--- src/rtl/nco_pkg.sv ---
// Shared definitions for the NCO phase generator: config addresses,
// FSM state encoding and the default phase width.
package nco_pkg;

  localparam int PHASE_W_DEF = 32;

  localparam logic [2:0] ADDR_FTW    = 3'd0;
  localparam logic [2:0] ADDR_POFF   = 3'd1;
  localparam logic [2:0] ADDR_DIV    = 3'd2;
  localparam logic [2:0] ADDR_BLEN   = 3'd3;
  localparam logic [2:0] ADDR_STEP   = 3'd4;
  localparam logic [2:0] ADDR_COMMIT = 3'd5;

  typedef enum logic [1:0] {
    IDLE = 2'd0,
    RUN  = 2'd1,
    DONE = 2'd2
  } state_t;

endpackage

--- src/rtl/nco_phase_gen.sv ---
// Programmable phase generator feeding sin_linear. A divider sets the
// sample rate, an accumulator builds the wrapping phase, and FTW itself
// can be ramped by a signed STEP to produce a linear chirp. Runs are
// either fixed-length bursts or continuous until stopped.
module nco_phase_gen
  import nco_pkg::*;
#(
  parameter int PHASE_W = PHASE_W_DEF,
  parameter int DIV_W   = 16,
  parameter int CNT_W   = 16
) (
  input  logic               clk,
  input  logic               rst_n,
  input  logic               cfg_we,
  input  logic [2:0]         cfg_addr,
  input  logic [PHASE_W-1:0] cfg_wdata,
  input  logic               start,
  input  logic               stop,
  output logic               busy,
  output logic               done,
  output logic               valid_o,
  output logic [PHASE_W-1:0] phase_o,
  output logic [CNT_W-1:0]   sample_idx_o
);

  state_t state;
  state_t state_nxt;

  logic [PHASE_W-1:0] ftw_sh;
  logic [PHASE_W-1:0] poff_sh;
  logic [DIV_W-1:0]   div_sh;
  logic [CNT_W-1:0]   blen_sh;
  logic [PHASE_W-1:0] step_sh;

  logic [PHASE_W-1:0] ftw_a;
  logic [PHASE_W-1:0] poff_a;
  logic [DIV_W-1:0]   div_a;
  logic [CNT_W-1:0]   blen_a;
  logic [PHASE_W-1:0] step_a;

  logic [PHASE_W-1:0] acc;
  logic [DIV_W-1:0]   div_cnt;
  logic [CNT_W-1:0]   idx;

  logic tick;
  logic load;
  logic last;
  logic commit;
  logic done_nxt;

  // Burst ends on the tick that emits index BLEN-1; BLEN of zero never ends.
  assign last = (blen_a != '0) && (idx == blen_a - CNT_W'(1));

  // State register.
  always_ff @(posedge clk or negedge rst_n) begin
    if (!rst_n) begin
      state <= IDLE;
    end else begin
      state <= state_nxt;
    end
  end

  // Next-state logic; stop always wins over start and over burst completion.
  always_comb begin
    state_nxt = state;
    case (state)
      IDLE: if (start && !stop) state_nxt = RUN;
      RUN: begin
        if (stop) begin
          state_nxt = IDLE;
        end else if ((div_cnt == '0) && last) begin
          state_nxt = DONE;
        end
      end
      DONE:    state_nxt = IDLE;
      default: state_nxt = IDLE;
    endcase
  end

  // Control strobes derived from the current state; a stopped tick is dropped.
  always_comb begin
    tick     = 1'b0;
    load     = 1'b0;
    commit   = 1'b0;
    done_nxt = 1'b0;
    busy     = 1'b0;
    case (state)
      IDLE: load = start && !stop;
      RUN: begin
        busy   = 1'b1;
        tick   = (div_cnt == '0) && !stop;
        commit = cfg_we && (cfg_addr == ADDR_COMMIT);
      end
      DONE:    done_nxt = !stop;
      default: ;
    endcase
  end

  // Shadow registers take every config write; COMMIT and 6-7 hold no data.
  always_ff @(posedge clk or negedge rst_n) begin
    if (!rst_n) begin
      ftw_sh  <= '0;
      poff_sh <= '0;
      div_sh  <= '0;
      blen_sh <= '0;
      step_sh <= '0;
    end else if (cfg_we) begin
      case (cfg_addr)
        ADDR_FTW:  ftw_sh  <= cfg_wdata;
        ADDR_POFF: poff_sh <= cfg_wdata;
        ADDR_DIV:  div_sh  <= cfg_wdata[DIV_W-1:0];
        ADDR_BLEN: blen_sh <= cfg_wdata[CNT_W-1:0];
        ADDR_STEP: step_sh <= cfg_wdata;
        default: ;
      endcase
    end
  end

  // Active registers, divider, accumulator and registered sample outputs.
  // A COMMIT lands on the active set immediately; since FTW/POFF/STEP are
  // only consumed on ticks, the next tick is the first to see them, and a
  // commit coinciding with a tick overrides that tick's FTW ramp update.
  always_ff @(posedge clk or negedge rst_n) begin
    if (!rst_n) begin
      ftw_a        <= '0;
      poff_a       <= '0;
      div_a        <= '0;
      blen_a       <= '0;
      step_a       <= '0;
      acc          <= '0;
      div_cnt      <= '0;
      idx          <= '0;
      valid_o      <= 1'b0;
      done         <= 1'b0;
      phase_o      <= '0;
      sample_idx_o <= '0;
    end else begin
      valid_o <= tick;
      done    <= done_nxt;
      if (load) begin
        ftw_a   <= ftw_sh;
        poff_a  <= poff_sh;
        div_a   <= div_sh;
        blen_a  <= blen_sh;
        step_a  <= step_sh;
        acc     <= '0;
        div_cnt <= '0;
        idx     <= '0;
      end else if (tick) begin
        phase_o      <= acc + poff_a;
        sample_idx_o <= idx;
        acc          <= acc + ftw_a;
        ftw_a        <= ftw_a + step_a;
        idx          <= idx + CNT_W'(1);
        div_cnt      <= div_a;
      end else if (state == RUN) begin
        div_cnt <= div_cnt - DIV_W'(1);
      end
      if (commit) begin
        ftw_a  <= ftw_sh;
        poff_a <= poff_sh;
        step_a <= step_sh;
      end
    end
  end

endmodule

--- config.mk ---
export PLATFORM = sky130hd
export DESIGN_NAME = nco_phase_gen
export DESIGN_NICKNAME = d
export VERILOG_FILES = /design/src/rtl/nco_pkg.sv /design/src/rtl/nco_phase_gen.sv
export SDC_FILE = /design/constraint.sdc
export NUM_CORES = 1
export LEC_CHECK = 0
export CORE_ASPECT_RATIO = 0.8
export CORE_MARGIN = 2
export CORE_UTILIZATION = 61
export CTS_CLUSTER_DIAMETER = 200
export DETAILED_ROUTE_END_ITERATION = 12
export PLACE_DENSITY = 0.86
export SETUP_SLACK_MARGIN = 0.05
export SYNTH_ARGS = -nofsm -noshare
export SYNTH_HDL_FRONTEND = slang
export SYNTH_SLANG_ARGS = --single-unit
export TNS_END_PERCENT = 5
--- constraint.sdc ---
create_clock -name clk -period 3.5 [get_ports clk]
set_clock_uncertainty 0.15 [all_clocks]
set_input_delay 0.7 -clock clk [delete_from_list [all_inputs] [get_ports clk]]
set_output_delay 0.7 -clock clk [all_outputs]
set_load 0.05 [all_outputs]
Yosys cells after proc, flatten, opt, wreduce, memory -nomap -nowiden --
Cells that the tools add are included.
Storage, ports and cells: bits in registers 372
Cells by class: add/sub/neg operators 6, eq/ne operators 10, muxes and demuxes 23, bitwise gates (word level) 1, reductions and logical operators 21
Operators with widths (count):
- $mux 32 | 9
- $add 32x32->32 | 3
- $mux 16 | 5
- $sub 16x1->16 const B | 2
- $add 16x1->16 const B | 1
- $eq 16x16->1 | 1
- $logic_not 16->1 | 1
- $reduce_bool 16->1 | 1
- $reduce_and 2->1 | 7
- $eq 3x2->1 const B | 2
- $eq 3x3->1 const B | 2
- $mux 2 | 3
- $reduce_bool 3->1 | 2
- $logic_and 1x1->1 | 5
- $mux 1 | 5
- $pmux 2 s2 | 1
- $reduce_bool 2->1 | 2
- $eq 3x1->1 const B | 1
- $logic_not 3->1 | 1
- $ne 3x3->1 const B | 1
- $eq 2x1->1 const B | 1
- $eq 2x2->1 const B | 1
- $logic_not 2->1 | 1
- $ne 2x2->1 const B | 1
- 2 further kinds | 2

Depth between registers and ports, before layout --
Gate-level depths: netlist of run 1.
depth in word-level cells 7, mapped depth 12

Least setup slack after synthesis of run 1 --
No wires, ideal clock.
path type reg2reg, start register div_cnt[8], end register acc[31], data arrival time 2.630 ns, data required time 3.220 ns, slack 0.591 ns, cell stages (with the launch flop) 10, clock period less this slack 2.909 ns, path through dfrtp_1 or4_4 or2_1 or4_4 nor4_4 nand2_2 buf_6 buf_2 a311oi_1 nand3_1
Between the ends: cells in the longest elaborated chain, start to end 4
Ends and longest elaborated chain:
- from (decl) | line nco_phase_gen.sv:42 | logic [DIV_W-1:0] div_cnt;
- from (signal assigned) | line nco_phase_gen.sv:155 | div_cnt <= div_a;
- from (signal assigned) | line nco_phase_gen.sv:157 | div_cnt <= div_cnt - DIV_W'(1);
- $logic_not 16->1 | line nco_phase_gen.sv:91 | tick = (div_cnt == '0) && !stop;
- $logic_and 1x1->1 | line nco_phase_gen.sv:91
- $mux 1 | line nco_phase_gen.sv:87 | case (state)
- $reduce_bool 2->1 (no line)
- to (signal assigned) | line nco_phase_gen.sv:152 | acc <= acc + ftw_a;
- to (decl) | line nco_phase_gen.sv:41 | logic [PHASE_W-1:0] acc;
Every way passes these cells. A chain may end at the register's enable or synchronous reset.

Worst setup path after layout of run 1 --
start register step_a[0], end register ftw_a[30]
Between the ends: cells in the longest elaborated chain, start to end 4
Ends and longest elaborated chain:
- from (decl) | line nco_phase_gen.sv:39 | logic [PHASE_W-1:0] step_a;
- from (signal assigned) | line nco_phase_gen.sv:145 | step_a <= step_sh;
- from (signal assigned) | line nco_phase_gen.sv:162 | step_a <= step_sh;
- $add 32x32->32 | line nco_phase_gen.sv:153 | ftw_a <= ftw_a + step_a;
- $mux 32 | line nco_phase_gen.sv:149 | end else if (tick) begin
- $mux 32 | line nco_phase_gen.sv:140 | if (load) begin
- $mux 32 | line nco_phase_gen.sv:159 | if (commit) begin
- to (signal assigned) | line nco_phase_gen.sv:141 | ftw_a <= ftw_sh;
- to (signal assigned) | line nco_phase_gen.sv:153
- to (signal assigned) | line nco_phase_gen.sv:160 | ftw_a <= ftw_sh;
- to (decl) | line nco_phase_gen.sv:35 | logic [PHASE_W-1:0] ftw_a;
Every way passes these cells. The select of a mux whose other input is x is not followed.

==> flow_summary.ini, run 1 <==
[worst_hold_path]
hold_path_class = in -> async

[power_and_ir_drop]
sequentialPowerShare_pct = 38.6
power.internal_uw = 10330
power_uw = 16450
p_sw_uw = 6123
irDropWorstVdd_uv = 416.2
cellLeakagePower_uw = 0.01061
clkPwrFrac_pct = 26.5
switching_share_pct = 37.22
pwr-share-comb_pct = 34.9
power_density_nw_per_um2 = 733.7

[sta]
slew_headroom_pct = 42.39
tns_ns = 0
holdWs_ns = -0.008163
timing.final.crit_share_pct = 98.14
worst_pin_slew_ns = 0.8596
slew_viol_final = 0
fmax_mhz = 291.1
setup-violations-final = 0
period_needed_ns = 3.435
rsz0062_at_grt = yes
hold_viol = 12

[drt]
drc = 0
totalWireLength_mm = 51.67
vias_per_cell = 6.154
dr.first_iter.drc_count = 1545
ant_nets = 0
vias = 15860
drt_pass1_iterations = 5
wire_per_inst_um = 20.05

[cells_and_area]
layout_common_cells = nand2_1, dfrtp_1, o21ai_0
seq_area_um2 = 9309
multi_input_area_um2 = 9797
syn2layout_area_growth_pct = 15.13
drive_gt1_share_pct = 12.29
instances_no_fill = 2577
nets = 2267
diodes = 0
fill_cells = 2246
final_common_cell = nand2_1

[floorplanning]
io-pin-count = 91
rows = 58
dieArea_um2 = 33380
die_y_um = 163.8
die_w_um = 203.8
core_area_um2 = 31420
initial_core_util_pct = 61.98

[run]
drv_cap = 0

[critical_path]
required_ns = 3.75
crit_path_end_kind = register
startpoint_type = register
crit_arrival_ns = 3.68
path_class = reg -> reg
critical_path.max_fanout = 4

[placement]
place_hpwl_mm = 36.23
port_buffers = 90
routabilityCongestion = 1.022
dp.cells = 2507

[clock_network]
path_clk_slew_ns = 0.06
postCtsSetupBuffers = 0
cts_tree = built
cts_inserted_buffers = 39
cts_buffer_depth = 3
cts_num_sinks = 372
htree_levels = 2
cts-root-buf = clkbuf_16
ctsHoldBuffers = 0
worstSkewPairLatency_ns = 0.54

[grt]
grt.overflow.total = 0
grt_max_degree = 86
first_global_vias = 15330
grt_usage_pct = 31.68
grt_pass1_wl_mm = 83.17
grt_antenna_before_repair = 0

[outcome]
status = complete, but fails checks
violations = hold timing

[synthesis]
netlist.area_leader.share_pct = 47.80
yosysSeqAreaShare_pct = 47.80
synth-simple-area-share_pct = 17.94
syn_inst = 2040
synth.area.top_cells = dfrtp_1, nand2_1, mux2_2
synth_nets = 2179
netlist-cell-type-count = 69
netlist.top_cell.by_area = dfrtp_1
synth-adder-area-share_pct = 6.476
synth_enable_flop_cells = 0
synth_compound_area_share_pct = 13.31
syn_avg_cell_area_um2 = 9.547
yosys_most_used_dff = dfrtp_1
yosysWarnings = 0
synth_top_family_by_area = simple AND/OR/NAND/NOR gates
synth_xor_area_share_pct = 4.587
synth_seq_cells = 372
muxShareOfSynthArea_pct = 7.575
syn_area_um2 = 19470
synth-async-reset-ratio_pct = 100.0
[critical path, cell delays in order (launching register included)]
cell and delay, ns:
dfrtp_1 0.41, ha_1 0.26, inv_1 0.08, fa_1 0.41, nor2b_1 0.24, o31a_1 0.23
o21ai_0 0.16, a211oi_1 0.45, o211ai_1 0.16, nor3b_2 0.21, o21ai_0 0.26, xnor2_1 0.17
o21ai_0 0.10
[per-layer routing]
layer  track usage, %  vias up  part of all wire (%)
met3            6.905      108                    11
met5                0        -                     0
met4            8.593        0                   2.6
li1                 -     7308                     -
met2            46.60      775                    42
met1            47.50     7667                    45
[worst paths after layout]
check | startpoint | endpoint | slack (ns) | cells after the start
max in group asynchronous | rst_n | step_a[20] | 2.22 | 2
max | step_a[0] | ftw_a[30] | 0.07 | 12
max reg2reg | step_a[0] | ftw_a[30] | 0.07 | 12
min | rst_n | div_sh[8] | -0.008 | 1
min in group clk | sample_idx_o[1] | sample_idx_o[1] | 0.32 | 2
min reg2reg | sample_idx_o[1] | sample_idx_o[1] | 0.32 | 2
[power by group through the flow]
stage	clock, uW	sequential [uW]	combinational [uW]
floorplan	0	6400	3810
global placement	0	6290	5360
detailed placement	0	6350	5550
CTS	4380	6290	5640
global route	4580	6460	6330
finish	4360	6350	5740
[through the flow]
step | hold WS, ns | setup WS, ns | cell area, um2 | util (%)
final | -0.008163 | 0.06514 | 22420 | 71.35
after global routing | 0.04309 | -0.05212 | 22420 | 71.35
after CTS | 0.02209 | 0.06896 | 22380 | 71.21
after detailed placement | 0.2956 | 0.1526 | 21020 | 66.88
after global placement | 0.2934 | 0.1080 | 21020 | 66.88
after floorplan | 0.2544 | 0.5906 | 19470 | -
[layout make-up]
type,count,share of cell area (%)
Multi-Input combinational cell,1553,43.69
Clock inverter,18,0.9989
Sequential cell,372,41.52
Inverter,32,0.5357
Tap cell,420,2.344
Clock buffer,52,5.067
Timing Repair Buffer,130,5.843
[state kept, by name, indices dropped and copies added, names as in the netlist, 16 cells and up]
register and cells:
div_cnt 16, step_sh 32, poff_sh 32, ftw_a 32, ftw_sh 32, blen_a 16, sample_idx_o 16, idx 16
blen_sh 16, div_a 16, poff_a 32, step_a 32, phase_o 32, div_sh 16, acc 32
[what timing repair did]
action | in CTS | in global routing
setup endpoints to repair | 0 | 12
gates resized for setup | 0 | 9
endpoints found under the hold margin | 0 | 0
[synthesized netlist by cell type, types with 45 or more instances]
cell and instances:
nand2_1 472, dfrtp_1 372, o21ai_0 164, mux2_2 131
a21oi_1 104, nor2_1 97, ha_1 96, clkbuf_1 63
nand3_1 59, xor2_1 57, xnor2_1 45
[logic make-up after synthesis]
kind of cell,after synthesis
flops,372
mux,131
simple gates,790
fa+ha+maj,99
xor+xnor,102
buf+inv,115
compound gates,431
(Power assumes the default switching activity.)
==> inputs of run 2 (changes only) <==
Settings changed: CELL_PAD_IN_SITES_DETAIL_PLACEMENT from default to 2, CELL_PAD_IN_SITES_GLOBAL_PLACEMENT from default to 2, CORE_ASPECT_RATIO 0.8 to 0.9, CORE_UTILIZATION 61 to 39.
==> run 2 against run 1 <==
The run ends with setup timing left. Register-to-register slack got worse by 0.18 ns. Worst setup slack got worse by 0.18 ns. Fmax decreased by 4.9%. Combinational power increased by 20%. Power increased by 13%. Global-route usage increased by 0.49 points. Critical path depth decreased by 2. Via count increased by 11%. Clock power increased by 16%. Non-clock buffer count increased by 7. Highest routed layer is now met5.
==> flow_summary.ini, run 2 (synthesis results as in run 1) <==
[critical_path]
startpoint_type = register
cp_slowest_stage_delay_ns = 0.46
critical_path.max_fanout = 4
crit_path_end_kind = register
required_ns = 3.79
critPathMostFrequentCell = o21ai_0
reg2reg_depth = 10
path_class = reg -> reg
crit_arrival_ns = 3.90
cpMaxStageDelayCell = dfrtp_1
crit_chain = ha_1 -> o21ai_0 -> o211ai_1 -> nand3_1 -> a21oi_1 -> o21ai_0 -> a21boi_0 -> o21ai_0 -> a31oi_1 -> o21ai_0

[drt]
drt_pass1_iterations = 5
vias_per_cell = 6.201
dr.first_iter.drc_count = 1696
ant_nets = 0
wire_per_inst_um = 29.41
drc = 0
totalWireLength_mm = 83.70
vias = 17650

[cells_and_area]
diodes = 0
layout_common_cells = nand2_1, dfrtp_1, o21ai_0
fill_cells = 5027
final_common_cell = nand2_1
syn2layout_area_growth_pct = 18.92
final_area_um2 = 23160
instances_no_fill = 2846
drive_gt1_share_pct = 13.79
nets = 2279

[placement]
place_ws_ns = -0.01239
port_buffers = 90
routabilityCongestion = 0.9082
dp.cells = 2762
placed_cell_area_um2 = 21410
place_hpwl_mm = 48.96

[sta]
tns_ns = -0.1338
fmax_mhz = 277.0
setup-violations-final = 2
slew_viol_final = 0
rsz0062_at_grt = yes
hold_viol = 0
fin_ws_ns = -0.1106
period_needed_ns = 3.611
timing.final.crit_share_pct = 103.2
slew_headroom_pct = 26.08
worst_pin_slew_ns = 1.103

[grt]
grt_max_degree = 79
grt_pass1_wl_mm = 125.9
grt_usage_pct = 32.17
grt_antenna_before_repair = 5
first_global_vias = 19650
grt.overflow.total = 0

[clock_network]
worstSkewPairLatency_ns = 0.61
cts_inserted_buffers = 44
cts_buffer_depth = 3
cts_tree = built
htree_levels = 2
cts-root-buf = clkbuf_16
cts_num_sinks = 372
path_clk_slew_ns = 0.08

[floorplanning]
initial_core_util_pct = 39.56
dieArea_um2 = 51740
rows = 77
die_y_um = 216.0
core_area_um2 = 49230
die_w_um = 239.6
io-pin-count = 91

[power_and_ir_drop]
power_density_nw_per_um2 = 800.2
irDropWorstVdd_uv = 374.4
cellLeakagePower_uw = 0.01075
power_uw = 18530

[outcome]
violations = setup timing
status = complete, but fails checks

[run]
drv_cap = 0

[worst_hold_path]
hold_depth = 2
hold_path_class = reg -> reg
run 2: cell count changes in the layout (fill, tap and decap cells not counted), moves of 4 or more:
cell | before | now
o21ai_1 | 0 | 10
clkbuf_1 | 3 | 10
clkbuf_8 | 9 | 13
a211oi_1 | 16 | 11
clkbuf_16 | 40 | 45
a211oi_2 | 1 | 6
o21ai_0 | 164 | 152
run 2: timing repair:
action / CTS / global route
setup endpoints to repair: 22 / 38
gates resized for setup: 13 / 39
setup buffers: 0 / 2
pin swaps: 1 / 5
hold endpoints to repair: 62 / 0
hold buffers: 1 / 0
run 2: per-layer routing:
layer	wire length [um]	GRT usage (%)
met4	3867	13.81
met2	39410	52.26
met5	12	0
met3	6736	7.687
met1	33660	40.90
run 2: power breakdown:
group	internal (uW)	total (uW)	switching (uW)
registers	5350	6580	1240
clock network	3010	5060	2050
logic	2490	6890	4390
run 2: worst paths after layout:
| path | startpoint | to | slack (ns) |
|---|---|---|---|
| max in group asynchronous | rst_n | phase_o[10] | 1.75 |
| setup / recovery | step_a[2] | ftw_a[19] | -0.11 |
| hold / removal | div_sh[13] | div_a[13] | 0.32 |
| min in group asynchronous | rst_n | state[0] | 0.54 |
| hold reg to reg | div_sh[13] | div_a[13] | 0.32 |
| setup reg to reg | step_a[2] | ftw_a[19] | -0.11 |
run 2: through the flow:
step                hold slack [ns]  util [%]
floorplan                    0.2544         -
global placement             0.2904     43.49
detailed placement           0.3066     43.49
CTS                          0.3245     46.75
global route                 0.3464     47.04
finish                       0.3173     47.04
run 2: layout make-up:
| cell class | instances | area (um2) | area share, % |
|---|---|---|---|
| tap | 671 | 839.6 | 3.625 |
| sequential | 372 | 9309 | 40.19 |
| inverter | 32 | 120.1 | 0.5186 |
| multi-input combinational | 1553 | 9932 | 42.88 |
| clock inverter | 13 | 202.7 | 0.8752 |
| timing repair buffer | 137 | 1414 | 6.105 |
| clock buffer | 68 | 1343 | 5.797 |
run 2: critical path, delay by kind of cell, from the launching register on:
kind | cells | cell delay [ns]
compound gates | 8 | 2.13
flops | 1 | 0.46
simple gates | 1 | 0.29
fa+ha+maj | 1 | 0.40
